--- src/rtl/mshr_chain.sv ---
// Miss status holding register with free-list allocation and per-address chains.
// Primary misses issue memory requests; secondary misses link behind the chain
// tail. A fill releases its chain, which then replays one entry per cycle.
module mshr_chain #(
  parameter int unsigned MSHR_SIZE       = 8,
  parameter int unsigned LINE_ADDR_WIDTH = 26,
  parameter int unsigned DATA_WIDTH      = 64,
  parameter int unsigned ALM_FULL        = MSHR_SIZE - 1,
  parameter int unsigned IDW             = $clog2(MSHR_SIZE),
  parameter int unsigned CNTW            = $clog2(MSHR_SIZE + 1)
) (
  input  logic                       clk,
  input  logic                       reset,
  input  logic                       allocate_valid,
  input  logic [LINE_ADDR_WIDTH-1:0] allocate_addr,
  input  logic [DATA_WIDTH-1:0]      allocate_data,
  output logic                       allocate_ready,
  output logic [IDW-1:0]             allocate_id,
  output logic                       allocate_pending,
  input  logic                       fill_valid,
  input  logic [IDW-1:0]             fill_id,
  output logic                       fill_ready,
  output logic                       dequeue_valid,
  output logic [IDW-1:0]             dequeue_id,
  output logic [LINE_ADDR_WIDTH-1:0] dequeue_addr,
  output logic [DATA_WIDTH-1:0]      dequeue_data,
  input  logic                       dequeue_ready,
  output logic                       full,
  output logic                       almost_full,
  output logic [CNTW-1:0]            count
);

  typedef enum logic [0:0] {StIdle, StReplay} state_e;

  state_e state_q, state_d;

  logic [MSHR_SIZE-1:0]       valid_q, waiting_q, has_next_q;
  logic [IDW-1:0]             next_q [MSHR_SIZE];
  logic [LINE_ADDR_WIDTH-1:0] addr_q [MSHR_SIZE];
  logic [DATA_WIDTH-1:0]      data_q [MSHR_SIZE];
  logic [IDW-1:0]             dequeue_ptr_q;
  logic [CNTW-1:0]            count_q, count_d;

  logic                       allocate_fire, fill_fire, dequeue_fire;
  logic [LINE_ADDR_WIDTH-1:0] fill_addr;
  logic [MSHR_SIZE-1:0]       released;
  logic                       tail_hit;
  logic [IDW-1:0]             tail_id;
  logic                       free_found;
  logic [IDW-1:0]             free_id;

  assign allocate_fire = allocate_valid && allocate_ready;
  assign fill_fire     = fill_valid && fill_ready;
  assign dequeue_fire  = dequeue_valid && dequeue_ready;
  assign fill_addr     = addr_q[fill_id];

  // Lowest free index; entries freed this cycle only become visible next cycle.
  always_comb begin
    free_found = 1'b0;
    free_id    = '0;
    for (int i = 0; i < MSHR_SIZE; i++) begin
      if (!valid_q[i] && !free_found) begin
        free_found = 1'b1;
        free_id    = IDW'(i);
      end
    end
  end

  // Find the waiting chain tail for the incoming address, ignoring chains this fill releases.
  always_comb begin
    released = '0;
    tail_hit = 1'b0;
    tail_id  = '0;
    for (int i = 0; i < MSHR_SIZE; i++) begin
      released[i] = fill_fire && valid_q[i] && (addr_q[i] == fill_addr);
      if (valid_q[i] && waiting_q[i] && !has_next_q[i] && !released[i] &&
          (addr_q[i] == allocate_addr)) begin
        tail_hit = 1'b1;
        tail_id  = IDW'(i);
      end
    end
  end

  assign allocate_id      = free_id;
  assign allocate_pending = tail_hit;
  assign allocate_ready   = !full;
  assign full             = (count_q == CNTW'(MSHR_SIZE));
  assign almost_full      = (count_q >= CNTW'(ALM_FULL));
  assign count            = count_q;

  assign dequeue_id   = dequeue_ptr_q;
  assign dequeue_addr = addr_q[dequeue_ptr_q];
  assign dequeue_data = data_q[dequeue_ptr_q];

  // Replay engine state register
  always_ff @(posedge clk) begin
    if (reset) state_q <= StIdle;
    else       state_q <= state_d;
  end

  // Replay engine next state: leave replay after dequeuing the chain's last entry
  always_comb begin
    state_d = state_q;
    unique case (state_q)
      StIdle:   if (fill_fire) state_d = StReplay;
      StReplay: if (dequeue_fire && !has_next_q[dequeue_ptr_q]) state_d = StIdle;
      default:  state_d = StIdle;
    endcase
  end

  // Replay engine outputs
  always_comb begin
    fill_ready    = (state_q == StIdle);
    dequeue_valid = (state_q == StReplay);
  end

  // Replay pointer: start at the filled primary, then follow next links
  always_ff @(posedge clk) begin
    if (reset) begin
      dequeue_ptr_q <= '0;
    end else if (fill_fire) begin
      dequeue_ptr_q <= fill_id;
    end else if (dequeue_fire && has_next_q[dequeue_ptr_q]) begin
      dequeue_ptr_q <= next_q[dequeue_ptr_q];
    end
  end

  // Occupancy counter
  always_comb begin
    count_d = count_q + CNTW'(allocate_fire) - CNTW'(dequeue_fire);
  end

  always_ff @(posedge clk) begin
    if (reset) count_q <= '0;
    else       count_q <= count_d;
  end

  // Entry array: fill release, dequeue free, allocate and tail link
  always_ff @(posedge clk) begin
    if (reset) begin
      valid_q    <= '0;
      waiting_q  <= '0;
      has_next_q <= '0;
    end else begin
      for (int i = 0; i < MSHR_SIZE; i++) begin
        if (released[i]) waiting_q[i] <= 1'b0;
      end
      if (dequeue_fire) begin
        valid_q[dequeue_ptr_q]    <= 1'b0;
        has_next_q[dequeue_ptr_q] <= 1'b0;
      end
      if (allocate_fire) begin
        valid_q[allocate_id]    <= 1'b1;
        waiting_q[allocate_id]  <= 1'b1;
        has_next_q[allocate_id] <= 1'b0;
        addr_q[allocate_id]     <= allocate_addr;
        data_q[allocate_id]     <= allocate_data;
        if (tail_hit) begin
          has_next_q[tail_id] <= 1'b1;
          next_q[tail_id]     <= allocate_id;
        end
      end
    end
  end

  // Protocol checks
  always_ff @(posedge clk) begin
    if (!reset) begin
      if (fill_fire) begin
        assert (valid_q[fill_id] && waiting_q[fill_id])
          else $error("mshr_chain: fill to invalid or non-waiting id %0d", fill_id);
      end
      assert (!(allocate_fire && full)) else $error("mshr_chain: allocate while full");
      assert (!(dequeue_fire && state_q != StReplay))
        else $error("mshr_chain: dequeue while replay idle");
    end
  end

endmodule

--- config.mk ---
export PLATFORM = sky130hd
export DESIGN_NAME = mshr_chain
export DESIGN_NICKNAME = d
export VERILOG_FILES = /design/src/rtl/mshr_chain.sv
export SDC_FILE = /design/constraint.sdc
export NUM_CORES = 1
export LEC_CHECK = 0
export BUFFER_PORTS_ARGS = -buffer_cell sky130_fd_sc_hd__buf_2
export CAP_MARGIN = 40
export CORE_MARGIN = 5
export CORE_UTILIZATION = 35
export DETAILED_ROUTE_END_ITERATION = 12
export PLACE_DENSITY = 0.51
export SLEW_MARGIN = 20
export SYNTH_ARGS = -nofsm -noshare
export SYNTH_HDL_FRONTEND = slang
export SYNTH_SLANG_ARGS = --single-unit
--- constraint.sdc ---
create_clock -name clk -period 8.15 [get_ports clk]
set_clock_uncertainty 0.15 [all_clocks]
set_input_delay 0 -clock clk [delete_from_list [all_inputs] [get_ports clk]]
set_output_delay 0 -clock clk [all_outputs]
set_load 0.05 [all_outputs]
==> impl_summary.log <==
INFO  metric synth-async-reset-ratio = 0%
INFO  metric syn_inst = about 2100
INFO  metric vias_per_cell = 5.34
INFO  metric dominantRegCellSynth = sky130_fd_sc_hd__edfxtp_1
INFO  metric drive_gt1_share = 28.3%
INFO  metric post-route-worst-setup-slack = around 3.0 ns
INFO  metric grt_first_pass_wirelength = approximately 160000 um
INFO  metric dp.final_hpwl = between 70000 and 80000 um
INFO  metric combined_area_of_all_synthesized_cells = roughly 0.036 mm2
INFO  metric drt-initial-drc-count = approximately 1600
INFO  metric grt.busiest_layer = met2
INFO  metric cts_max_level = 3
INFO  metric worstMarginPinSlew = ~1.1 ns
INFO  metric cp_cell_sequence = dlygate4sd3_1 -> buf_2 -> and2_1 -> a22oi_1 -> nand2_1 -> xnor2_1 -> nor4_1 -> nand4_1 -> o31ai_2 -> nand2_1 -> or3_1 -> buf_2
INFO  metric totalPowerFinal = 9.84 mW
INFO  metric mappedNetlistNets = 2180
INFO  metric multi_input_area = 0.0125 mm2
INFO  metric grt_max_degree = 119
INFO  metric finalNetCount = approximately 2600
INFO  metric status = finished clean
INFO  metric start_kind = input pin
INFO  metric vdd.ir_drop.worst = between 0.2 and 0.25 mV
INFO  metric tritoncts = built
INFO  metric hold-worst-slack = 0.0413 ns
INFO  metric path_delay_family = simple AND/OR/NAND/NOR gates
INFO  metric hold-path-cell-count = 2
INFO  metric cpPeakStageDelay = 0.77 ns
INFO  metric r2r-start = addr_q[7][4]$_DFFE_PP_
INFO  metric global_route.overflow_total = 0
INFO  metric synth_enable_flop_cells = 744
INFO  metric ant_nets = 0
INFO  metric cp_data_arrival_time = between 4 and 5 ns
INFO  metric cts.repair_timing.setup_buffer_count = 0
INFO  metric cpMaxStageDelayCell = sky130_fd_sc_hd__and2_1
INFO  metric io_pins = just over 200
INFO  metric worst_hold_startpoint = allocate_data[36]
INFO  metric maxCapViolations = 0
INFO  metric synth_cell_type_count = 67
INFO  metric worstPathMaxFanout = 22
INFO  metric setup-tns-final = 0 ns
INFO  metric synth_warn = 0
INFO  metric fillers = 9125
INFO  metric hold_end = data_q[1][36]$_DFFE_PP_
INFO  metric met1_usage = about 28%
INFO  metric post_cts_hold_buffer_count = about 150
INFO  metric clock_buffers_created_by_tritoncts = between 80 and 90
INFO  metric die-area = 0.109 mm2
INFO  metric areaGrowthSynthToFinish = 19.9%
INFO  metric worst_r2r_endpoint = next_q[0][0]$_DFFE_PP_
INFO  metric post_drt_wl_per_cell = 29.3 um
INFO  metric syn_area_per_cell = 17.4 um2
INFO  metric worst_setup_path_end_kind = output port
INFO  metric final_cell_mix = sky130_fd_sc_hd__edfxtp_1 (744), sky130_fd_sc_hd__xor2_1 (232), sky130_fd_sc_hd__mux4_2 (210)
INFO  metric antenna_found_initial = 6
INFO  metric globalRouteMet2Util = 34.1%
INFO  metric num_vias = between 20000 and 25000
INFO  metric place_area = around 0.039 mm2
INFO  metric worstSkewPairLatency = about 0.67 ns
INFO  metric grt_setup_unrepaired = no
INFO  metric starting_utilization_of_the_core_area = a little over a third
INFO  metric final_area = between 0.04 and 0.05 mm2
INFO  metric power_per_cell_area = about 230 mW/mm2
INFO  metric worstPathRequired = 8.00 ns
INFO  metric regToRegSetupSlack = 3.72 ns
INFO  metric finalSetupViolCount = 0
INFO  metric period_minus_slack = 5.10 ns
INFO  metric hp-class = input pin to flop
INFO  metric number_of_resized_instances_in_the_post_cts_repair_step = 0
INFO  metric cts_buffer_depth = 3
INFO  metric die_width = around 330 um
INFO  metric tritoncts_num_sinks = about 780
INFO  metric critPathKind = input pin to output port
INFO  metric drt-pass1-iter-count = 7
INFO  metric gp_routability_congestion = 1.02
INFO  metric clk_pin_slew = around 0.05 ns
INFO  metric detailedPlace.worstSlack = between 3 and 4 ns
INFO  metric via_count_of_the_first_global_routing_pass = 21700
INFO  metric ys_seq_area_share = a little under two thirds
INFO  metric placement_rows = about 120
INFO  metric drc = 0
INFO  metric register_area = 0.0231 mm2
INFO  metric cp_num_buf_inv = 3
INFO  metric timing_hold_violations_final = 0
INFO  metric core-area = between 0.1 and 0.15 mm2
INFO  metric drv_slew = 0
INFO  metric achievable-frequency = around 200 MHz
INFO  metric globalRouteTotalUtil = about 21%
INFO  metric mostFrequentLayoutCell = sky130_fd_sc_hd__edfxtp_1
INFO  metric p_leak = 14.0 nW
INFO  metric die_y = roughly 330 um
INFO  metric global_route.usage.met3 = roughly 3.5%
INFO  metric cts-root-buf = sky130_fd_sc_hd__clkbuf_16
INFO  metric io_buffers = around 200
INFO  metric worst_r2r_path_cells = 10
INFO  metric worst_slew_margin_rel = 26.0%
INFO  metric min_period_over_period = a little over three fifths
INFO  metric synthesis_stage_register_bit_count = between 700 and 800
INFO  metric wl = roughly 110000 um
-- final cells by class --
type,count,share of cell area (%)
repair buffers,392,6.93
inverters,19,0.177
diodes,5,0.0290
well taps,1368,3.96
multi-input cells,1170,28.9
clock inverters,52,1.23
clock buffers,107,5.38
flip-flops and latches,779,53.3
-- synth_stat cells, types with 3 or more instances --
master	count	area [um2]
sky130_fd_sc_hd__a41o_1	4	40.0
sky130_fd_sc_hd__nor4_1	54	338
sky130_fd_sc_hd__o22ai_1	3	18.8
sky130_fd_sc_hd__nand4_1	64	400
sky130_fd_sc_hd__o21ai_0	6	30.0
sky130_fd_sc_hd__buf_2	9	45.0
sky130_fd_sc_hd__xor2_1	232	2030
sky130_fd_sc_hd__a31o_2	3	26.3
sky130_fd_sc_hd__and3_1	4	25.0
sky130_fd_sc_hd__nand3_1	18	90.1
sky130_fd_sc_hd__clkbuf_1	69	259
sky130_fd_sc_hd__a22oi_1	24	180
sky130_fd_sc_hd__a21oi_1	20	100
sky130_fd_sc_hd__buf_4	6	45.0
sky130_fd_sc_hd__inv_1	18	67.6
sky130_fd_sc_hd__edfxtp_1	744	22300
sky130_fd_sc_hd__mux2i_2	3	41.3
sky130_fd_sc_hd__nor3_1	18	90.1
sky130_fd_sc_hd__nand2_1	67	251
sky130_fd_sc_hd__dfxtp_1	35	701
sky130_fd_sc_hd__mux2_2	98	1100
sky130_fd_sc_hd__a211oi_1	4	30.0
sky130_fd_sc_hd__nor2_1	34	128
sky130_fd_sc_hd__nand3b_1	4	30.0
sky130_fd_sc_hd__a31oi_1	3	18.8
sky130_fd_sc_hd__nor3b_1	3	22.5
sky130_fd_sc_hd__and2_1	3	18.8
sky130_fd_sc_hd__buf_1	21	78.8
sky130_fd_sc_hd__mux2i_1	55	551
sky130_fd_sc_hd__nor2b_1	7	43.8
sky130_fd_sc_hd__xnor2_1	185	1620
sky130_fd_sc_hd__mux4_2	210	4730
sky130_fd_sc_hd__ha_1	6	75.1
-- flip-flops by register name, summed over array words and instances (netlist names), named ones only --
signal and count:
dequeue_id 3, valid_q 8, addr_q 208, dequeue_valid 1
waiting_q 8, data_q 512, has_next_q 8, count 4
next_q 24
-- power breakdown --
part / switching [mW] / internal (mW)
Sequential: 0.0748 / 4.49
Clock: 1.58 / 2.32
Combinational: 0.905 / 0.471
Total: 2.56 / 7.27
-- per-layer routing --
metal  vias to the layer above  wire length (um)  share of wire [%]
met1                     10900             48100                 42
met3                       177              6890                6.0
met2                       722             55300                 48
met5                         -                39              0.034
li1                       8997                 -                  -
met4                         6              3850                3.4
-- through the flow --
| step | instances | util, % |
|---|---|---|
| CTS | 3885 | 42.3 |
| finish | 3892 | 42.4 |
| floorplan | 2075 | - |
| global placement | 3567 | 37.9 |
| detailed placement | 3579 | 38.1 |
| global route | 3890 | 42.3 |
-- worst register-to-register path, stage by stage (launching register included) --
cell                       delay (ns)
sky130_fd_sc_hd__edfxtp_1        0.60
sky130_fd_sc_hd__mux2_2          0.24
sky130_fd_sc_hd__o22ai_1         0.11
sky130_fd_sc_hd__a221oi_2        0.73
sky130_fd_sc_hd__xor2_1          0.18
sky130_fd_sc_hd__nor4_1          0.51
sky130_fd_sc_hd__nand4_1         0.21
sky130_fd_sc_hd__o31ai_2         0.55
sky130_fd_sc_hd__and3_1          0.30
sky130_fd_sc_hd__nand4_1         0.19
sky130_fd_sc_hd__nor2_1          0.34
-- worst max-delay path by stage --
stage               depth (start not counted)                 from  slack [ns]                endpoint
detailed placement                         13           fill_id[0]        3.23  next_q[0][0]$_DFFE_PP_
floorplan                                   7  count[2]$_SDFF_PP0_        1.58  addr_q[5][0]$_DFFE_PP_
finish                                     12           fill_id[1]        3.05        allocate_pending
global placement                           11           fill_id[0]        3.27  next_q[0][0]$_DFFE_PP_
CTS                                        13           fill_id[1]        3.13        allocate_pending
global route                               12           fill_id[1]        2.93        allocate_pending
-- kinds of logic after synthesis --
family	after synthesis	synth area share, %
xor gates and xnor gates	417	10.1
buffers and inverters	126	1.47
AOI/OAI and AO/OA	91	1.96
DFF	779	63.9
and+or+nand+nor	286	4.23
muxes	369	18.0
adders and majority gates	7	0.264
(Power assumes the default switching activity.)
